### src/rtl/uart_cmd_pkg.sv
// Shared constants and types for the UART command controller: command/reply
// byte codes, the controller state encoding and the reply lookup.
package uart_cmd_pkg;

  localparam logic [7:0] CMD_LED   = 8'h4C;  // 'L' + argument byte
  localparam logic [7:0] CMD_READ  = 8'h52;  // 'R'
  localparam logic [7:0] CMD_CLEAR = 8'h43;  // 'C'
  localparam logic [7:0] RPL_OK    = 8'h4B;  // 'K'
  localparam logic [7:0] RPL_ERR   = 8'h3F;  // '?'

  typedef enum logic [1:0] {
    ST_IDLE    = 2'd0,
    ST_GET_ARG = 2'd1,
    ST_SEND    = 2'd2
  } state_t;

  function automatic logic is_known_cmd(input logic [7:0] cmd);
    return (cmd == CMD_LED) || (cmd == CMD_READ) || (cmd == CMD_CLEAR);
  endfunction

  // Reply for a first byte accepted in IDLE; 'L' is overwritten once its argument lands.
  function automatic logic [7:0] reply_for(input logic [7:0] cmd, input logic [7:0] led_val);
    logic [7:0] r;
    case (cmd)
      CMD_READ:           r = led_val;
      CMD_LED, CMD_CLEAR: r = RPL_OK;
      default:            r = RPL_ERR;
    endcase
    return r;
  endfunction

endpackage

### src/rtl/uart_cmd_ctrl_if.sv
// Byte-level link between the serial rx/tx blocks and the command controller.
interface uart_cmd_ctrl_if;
  // rx_new is a one-cycle strobe qualifying rx_data (no backpressure); tx_new is a
  // one-cycle strobe qualifying tx_data, only issued after tx_busy was sampled low.
  logic [7:0] rx_data;
  logic       rx_new;
  logic [7:0] tx_data;
  logic       tx_new;
  logic       tx_busy;

  modport master (output rx_data, output rx_new, output tx_busy,
                  input  tx_data, input  tx_new);
  modport slave  (input  rx_data, input  rx_new, input  tx_busy,
                  output tx_data, output tx_new);
endinterface

### src/rtl/cmd_timeout.sv
// Saturating cycle counter guarding the wait for a command argument byte.
module cmd_timeout #(
  parameter int unsigned TIMEOUT_CYCLES = 1000000
) (
  input  logic clk,
  input  logic rst_n,
  input  logic clear,
  output logic expired
);

  localparam int unsigned CW = $clog2(TIMEOUT_CYCLES + 1);
  localparam logic [CW-1:0] LIMIT = CW'(TIMEOUT_CYCLES);

  logic [CW-1:0] count_q;

  always_ff @(posedge clk) begin
    if (!rst_n || clear) begin
      count_q <= '0;
    end else if (count_q != LIMIT) begin
      count_q <= count_q + CW'(1);
    end
  end

  // High during the TIMEOUT_CYCLES-th uncleared cycle, so the owner leaves on that edge.
  assign expired = (count_q >= LIMIT - CW'(1));

endmodule

### src/rtl/uart_cmd_ctrl.sv
// Byte command decoder between the UART rx/tx and the user LEDs: 'L'+arg sets
// the LEDs, 'R' reads them back, 'C' clears them; each command gets one reply byte.
module uart_cmd_ctrl
  import uart_cmd_pkg::*;
#(
  parameter int unsigned TIMEOUT_CYCLES = 1000000
) (
  input  logic                  clk,
  input  logic                  rst_n,
  uart_cmd_ctrl_if.slave        bus,
  output logic [7:0]            led,
  output logic                  err,
  output state_t                state_dbg
);

  state_t     state_q, state_d;
  logic [7:0] led_q, reply_q, tx_data_q;
  logic       tx_new_q, err_q;
  logic       accept_cmd, take_arg, launch, err_set;
  logic       tmo_clear, tmo_expired;

  cmd_timeout #(.TIMEOUT_CYCLES(TIMEOUT_CYCLES)) u_timeout (
    .clk     (clk),
    .rst_n   (rst_n),
    .clear   (tmo_clear),
    .expired (tmo_expired)
  );

  assign tmo_clear = (state_q != ST_GET_ARG);

  always_ff @(posedge clk) begin
    if (!rst_n) state_q <= ST_IDLE;
    else        state_q <= state_d;
  end

  always_comb begin
    state_d = ST_IDLE;
    case (state_q)
      ST_IDLE: begin
        if (!bus.rx_new)                 state_d = ST_IDLE;
        else if (bus.rx_data == CMD_LED) state_d = ST_GET_ARG;
        else                             state_d = ST_SEND;
      end
      ST_GET_ARG: begin
        if (bus.rx_new)       state_d = ST_SEND;
        else if (tmo_expired) state_d = ST_IDLE;
        else                  state_d = ST_GET_ARG;
      end
      ST_SEND:  state_d = bus.tx_busy ? ST_SEND : ST_IDLE;
      default:  state_d = ST_IDLE;
    endcase
  end

  // An arriving argument wins over a timeout expiring in the same cycle.
  always_comb begin
    accept_cmd = 1'b0;
    take_arg   = 1'b0;
    launch     = 1'b0;
    err_set    = 1'b0;
    case (state_q)
      ST_IDLE: begin
        accept_cmd = bus.rx_new;
        err_set    = bus.rx_new && !is_known_cmd(bus.rx_data);
      end
      ST_GET_ARG: begin
        take_arg = bus.rx_new;
        err_set  = !bus.rx_new && tmo_expired;
      end
      ST_SEND: begin
        launch  = !bus.tx_busy;
        err_set = bus.rx_new;
      end
      default: ;
    endcase
  end

  always_ff @(posedge clk) begin
    if (!rst_n) begin
      led_q     <= 8'h00;
      reply_q   <= 8'h00;
      tx_data_q <= 8'h00;
      tx_new_q  <= 1'b0;
      err_q     <= 1'b0;
    end else begin
      tx_new_q <= launch;
      err_q    <= err_set;
      if (launch) tx_data_q <= reply_q;
      if (accept_cmd) begin
        reply_q <= reply_for(bus.rx_data, led_q);
        if (bus.rx_data == CMD_CLEAR) led_q <= 8'h00;
      end
      if (take_arg) begin
        led_q   <= bus.rx_data;
        reply_q <= RPL_OK;
      end
    end
  end

  assign bus.tx_data = tx_data_q;
  assign bus.tx_new  = tx_new_q;
  assign led         = led_q;
  assign err         = err_q;
  assign state_dbg   = state_q;

endmodule

### src/flat_wrapper.sv
// flat-port wrapper written by rule: the top's interface ports become plain ports
module uart_cmd_ctrl_flat import uart_cmd_pkg::*;
#(
  parameter int unsigned TIMEOUT_CYCLES = 1000000
)
  (clk, rst_n, led, err, state_dbg, bus_rx_data, bus_rx_new, bus_tx_busy, bus_tx_data, bus_tx_new);
  uart_cmd_ctrl_if bus_i ();
  input  logic clk;
  input  logic rst_n;
  output logic [7:0] led;
  output logic err;
  output state_t state_dbg;
  input wire logic [$bits(bus_i.rx_data)-1:0] bus_rx_data;
  input wire logic [$bits(bus_i.rx_new)-1:0] bus_rx_new;
  input wire logic [$bits(bus_i.tx_busy)-1:0] bus_tx_busy;
  output wire logic [$bits(bus_i.tx_data)-1:0] bus_tx_data;
  output wire logic [$bits(bus_i.tx_new)-1:0] bus_tx_new;
  assign bus_i.rx_data = bus_rx_data;
  assign bus_i.rx_new = bus_rx_new;
  assign bus_i.tx_busy = bus_tx_busy;
  assign bus_tx_data = bus_i.tx_data;
  assign bus_tx_new = bus_i.tx_new;
  uart_cmd_ctrl #(.TIMEOUT_CYCLES(TIMEOUT_CYCLES)) u_core (.clk(clk), .rst_n(rst_n), .bus(bus_i), .led(led), .err(err), .state_dbg(state_dbg));
endmodule
### config.mk
export PLATFORM = sky130hd
export DESIGN_NAME = uart_cmd_ctrl_flat
export DESIGN_NICKNAME = d
export VERILOG_FILES = /design/src/rtl/uart_cmd_pkg.sv /design/src/rtl/uart_cmd_ctrl_if.sv /design/src/rtl/cmd_timeout.sv /design/src/rtl/uart_cmd_ctrl.sv /design/src/flat_wrapper.sv
export SDC_FILE = /design/constraint.sdc
export NUM_CORES = 1
export LEC_CHECK = 0
export CAP_MARGIN = 40
export CORE_MARGIN = 2
export CORE_UTILIZATION = 32
export CTS_CLUSTER_SIZE = 16
export DETAILED_ROUTE_END_ITERATION = 6
export HOLD_SLACK_MARGIN = 0.12
export RECOVER_POWER = 100
export SLEW_MARGIN = 30
export SYNTH_ARGS = -nofsm -noshare
export SYNTH_HDL_FRONTEND = slang
export SYNTH_SLANG_ARGS = --single-unit
export TNS_END_PERCENT = 50
### constraint.sdc
create_clock -name clk -period 2.35 [get_ports clk]
set_clock_uncertainty 0.2 [all_clocks]
set_input_delay 0.5875 -clock clk [delete_from_list [all_inputs] [get_ports clk]]
set_output_delay 0.5875 -clock clk [all_outputs]
set_load 0.02 [all_outputs]
* Word-level counts from Yosys, hierarchy flattened *
Index checks and enable logic that the tools add are counted.

word-level totals
  output and inout port bits = 20
  flip-flop bits (word level) = 48
  memory bits (read-only) = 0
  memories = 0
  bits in writable memories = 0
  bits in latches = 0
  word-level logic and storage cells = 49
  input bits = 12

cells by class
  equality and inequality tests = 7
  bitwise gates (word level) = 1
  multipliers = 0
  div/mod/pow operators = 0
  mux-type cells = 16
  magnitude comparators = 1
  shift operators = 0
  $add $sub $neg = 1
  reduce and logical (&&, ||, !) cells = 15

operators with widths
  cell                   number
  $eq 8x7->1 const B     3
  $mux 8                 3
  $add 20x1->20 const B  1
  $ge 20x20->1 const B   1
  $ne 20x20->1 const B   1
  $pmux 8 s2             1
  $mux 7                 2
  $mux 2                 4
  $pmux 2 s3             1
  $logic_not 1->1        4
  $mux 1                 4
  $reduce_bool 2->1      2
  $reduce_or 2->1        2
  $logic_or 1x1->1       3
  $pmux 1 s3             1
  $eq 2x1->1 const B     1
  $eq 2x2->1 const B     1
  $logic_and 1x1->1      2
  $logic_not 2->1        1
  $ne 2x1->1 const B     1
  $reduce_and 2->1       1
  $not 1->1              1

* Longest topological paths before layout *
  depth after elaboration = 6
  gate-level depth with buffers = 6
  gate-level depth less buffers = 6

* Cells and area by module *
Synthesis repeated with hierarchy kept, for this count alone.

unflattened totals
  cells, all modules = 216
  area, all modules = 2138.3 µm²

by module, submodules not included
  module         seq. area each (µm²)  cells an instance  times used  area an instance (µm²)
  uart_cmd_ctrl  560.5                 100                1           1124.8
  cmd_timeout    400.4                 116                1           1013.5

* Least setup slack after synthesis *
OpenSTA, ideal clock, no wires.

  path kind = input port to flip-flop
  from = input port bus_rx_data[7]
  to = register u_core.reply_q[0]
  required time = 2.031 ns
  setup time = 0.119 ns
  cell stages on the path = 4
  setup slack = 0.312 ns
  path buffers = 0
  arrival = 1.720 ns
  cells stage by stage = or3b_1 nor4_4 nand3_1 o221a_2

on the way
  longest elaborated chain between the ends = 5
  elaborated cells between the ends (all ways) = 7
  those cells by class = eq/ne: 3; mux: 3; reduce/logical: 1

ends and longest elaborated chain
  element               line                 RTL
  from (decl)           flat_wrapper.sv:13   input wire logic [$bits(bus_i.rx_data)-1:0] bus_rx_data;
  $eq 8x7->1            uart_cmd_pkg.sv:24   case (cmd)
  $reduce_or 2->1       uart_cmd_pkg.sv:24
  $pmux 8 s2 (*)        uart_cmd_pkg.sv:24
  $mux 7 (*)            uart_cmd_ctrl.sv:88  if (accept_cmd) begin
  $mux 7 (*)            uart_cmd_ctrl.sv:92  if (take_arg) begin
  to (signal assigned)  uart_cmd_ctrl.sv:89  reply_q <= reply_for(bus.rx_data, led_q);
  to (decl)             uart_cmd_ctrl.sv:17  logic [7:0] led_q, reply_q, tx_data_q;

Every way passes the cells marked *; elsewhere a longest branch is shown, timed or not. The select of a mux whose other input is x is not followed.
A chain may end at the register's enable or synchronous reset.

* Worst setup path in the final report *
  from = input port bus_rx_data[7]
  to = register u_core.state_q[1] (netlist: u_core.state_dbg[1])

on the way
  longest elaborated chain between the ends = 4

ends and longest elaborated chain
  element               line                 RTL
  $eq 8x7->1            uart_cmd_ctrl.sv:41  else if (bus.rx_data == CMD_LED) state_d = ST_GET_ARG;
  $mux 2                uart_cmd_ctrl.sv:41
  $mux 2                uart_cmd_ctrl.sv:40  if (!bus.rx_new) state_d = ST_IDLE;
  $pmux 2 s3            uart_cmd_ctrl.sv:38  case (state_q)
  to (signal assigned)  uart_cmd_ctrl.sv:33  else state_q <= state_d;
  to (decl)             uart_cmd_ctrl.sv:16  state_t state_q, state_d;

Every way passes these cells.

==> run metrics <==
vias per cell 5.10; placed cell area 2700 um2; worst hold stages 2; EDFF count, synth 0; Crit. End Element flip-flop; grt ovf 0; Max-slew headroom 0.618; Stages on worst setup path 7; cells after synthesis ~230; wire length per cell 13.2 um; clk slew on worst S/H paths roughly 0.1 ns; CTS Buffer Depth 2; Die Y around 87 um; Clock Sinks 48; Die X-Extent between 80 and 90 um; Core Area approximately 6700 um2; Pwr Density roughly 530 nW/um2; CP max stage delay between 0.4 and 0.5 ns; ratio of cells with drive above 1 in the final layout 0.134; antenna violations before repair 0; Leak approximately 1.0 nW; Synth top area share 0.439; RSZ-0062 raised after global routing true; Req. time, crit path roughly 2.3 ns; fill count 671; Crit-path slowest cell clkdlybuf4s50_1; ys async rst share 0; Syn-to-layout area delta 27.2%; fin nets 296; largest net degree at the start of global routing 19; top cells by count, synth dfxtp_1, nor2_1, nand3_1, nand2_1; critical path class in -> reg; starting density of the core 0.326; port bufs 31; VDD IR max about 0.00023 V; mean post-synth cell area between 9 and 10 um2; final number of setup-violating endpoints 0; placed cells 354; crit-path cells clkdlybuf4s50_1 > buf_4 > nor4b_1 > nand4_1 > buf_4 > o21ai_0 > a21boi_0; Least-Margin Pin Slew 0.573 ns; Antenna diodes 0; register bit total from synthesis 48; final hold vios 0; R2R cell count 5; first-pass GRT wire length slightly above 8 mm; Ports 32; Post-Syn Nets approximately 250; WP buf/inv 3; Post-Syn Area between 2000 and 2500 um2; Final Cell Area 2780 um2; arrival time worst endpoint 2.22 ns; final worst-path cycle share 0.952; CTS tree yes; die area 7510 um2; insertion delay to the later sink of the worst-skew pair 0.30 ns; TritonCTS buffer count 5; num rows 30; DRC viols 0; Initial DRT Pass Iterations 4; Seq/Total Area, Yosys 0.439; Final Max Slew Viols 0; final WL approximately 4.8 mm; WHS 0.289 ns; post-synthesis cell type count 53; routability cong. between 0.8 and 0.9; type of origin of the critical path primary input; antenna-violating nets left 0; fmax 447 MHz; most used cell along the critical path buf_4; status completed; vias 1852; max-cap violations 0; Synth Flop Type dfxtp_1; Hold WC Path Type reg -> reg; Global Route Usage Sum 0.133; Synth area leaders dfxtp_1, mux2i_1, nor2_1; CP top delay family buffers and inverters; area leader, netlist dfxtp_1; most common cell in the netlist dfxtp_1; vias in the first global route 1775; synthesis warning total 0; H-tree Lvls 2; root buffer cell clkbuf_8; fin cells approximately 360; Final min period 2.24 ns; fin util 0.414; drt first-iter violations 79; detailed-placement wirelength estimate between 3 and 4 mm; Crit Path Max Fanout 4
## power by group
group / internal, mW / switching [mW] / total (mW)
combinational: 0.0700 / 0.0568 / 0.127
sequential: 0.832 / 0.0119 / 0.843
clock: 0.212 / 0.294 / 0.506
## metrics by stage
| step | TNS [ns] | worst slack, ns | total power, mW |
|---|---|---|---|
| global route | -0.00629 | -0.00629 | 1.54 |
| CTS | 0 | 0.0531 | 1.50 |
| global placement | -3.54 | -0.230 | 0.992 |
| finish | 0 | 0.113 | 1.48 |
| floorplan | 0 | 0.312 | 0.920 |
| detailed placement | -3.85 | -0.261 | 0.991 |
## state kept, by name, summed over array words and instances (netlist names)
| name | cells |
|---|---|
| u_core.reply_q | 8 |
| u_core.bus.tx_data | 8 |
| u_core.bus.tx_new | 1 |
| u_core.u_timeout.count_q | 20 |
| u_core.err | 1 |
| u_core.state_dbg | 2 |
| u_core.led | 8 |
## final timing paths
check,start,end,slack [ns]
setup reg to reg,u_core.u_timeout.count_q[1],u_core.u_timeout.count_q[18],0.30
hold reg to reg,u_core.led[5],u_core.reply_q[5],0.29
hold / removal,u_core.led[5],u_core.reply_q[5],0.29
setup / recovery,bus_rx_data[7],u_core.state_dbg[1],0.11
## layout make-up
type	instances	area, um2	area share
multi-input cells	170	1160	0.417
flip-flops and latches	48	961	0.345
repair buffers	51	449	0.161
well taps	80	100	0.0360
clock buffers	5	68.8	0.0247
inverters	6	22.5	0.00810
clock inverters	3	21.3	0.00765
## per-layer routing
| metal | share of wire | vias up | GRT usage |
|---|---|---|---|
| met1 | 0.50 | 869 | 0.181 |
| li1 | - | 948 | - |
| met2 | 0.46 | 29 | 0.208 |
| met5 | 0 | - | 0 |
| met4 | 0.014 | 0 | 0.0483 |
| met3 | 0.030 | 6 | 0.0257 |
## worst reg2reg max path, delay by kind of cell (launching register included)
kind                     cells  cell delay, ns
AO/OA/AOI/OAI                1            0.15
AND/OR/NAND/NOR              3            1.01
flip-flops                   1            0.41
adder cells (fa/ha/maj)      1            0.21
## kinds of logic (layout without fill, tap and decap cells)
kind of cell    Yosys count  after routing  share of synthesized area
simple gates            101            101                      0.279
flops                    48             48                      0.439
xor+xnor                 12             12                     0.0481
fa+ha+maj                 2              2                     0.0114
compound gates           47             47                      0.154
buf+inv                  16             65                     0.0309
mux                       8              8                     0.0366
## timing repair
action	4_1_cts	5_1_grt
setup endpoints to repair	0	12
hold buffers	0	0
gates resized for setup	0	3
buffers inserted	0	1
## cell usage in the layout, fill, tap and decap left out, types with 2 or more instances in the layout
| cell | netlist | routed |
|---|---|---|
| and4_1 | 2 | 2 |
| clkdlybuf4s50_1 | 0 | 10 |
| or4b_1 | 2 | 2 |
| a22o_1 | 8 | 8 |
| nand4_1 | 5 | 6 |
| nand3_1 | 14 | 13 |
| xor2_1 | 7 | 7 |
| nor3b_1 | 3 | 4 |
| o21ai_0 | 9 | 9 |
| a21oi_1 | 11 | 11 |
| clkbuf_1 | 3 | 3 |
| a211oi_1 | 3 | 3 |
| clkbuf_8 | 0 | 5 |
| buf_4 | 0 | 17 |
| and3_1 | 5 | 5 |
| xnor2_1 | 5 | 5 |
| and2_1 | 2 | 2 |
| nor3_1 | 3 | 3 |
| dfxtp_1 | 48 | 48 |
| nand2b_1 | 2 | 2 |
| nor2b_1 | 11 | 11 |
| mux2i_1 | 8 | 8 |
| inv_1 | 6 | 6 |
| nor2_1 | 20 | 20 |
| nand2_1 | 12 | 12 |
| o311ai_0 | 2 | 2 |
| ha_1 | 2 | 2 |
| dlygate4sd3_1 | 0 | 21 |
| o221a_2 | 3 | 3 |
| nand3b_1 | 2 | 2 |
| or3_1 | 5 | 5 |
Note: power is estimated with default switching activity, not from simulation.
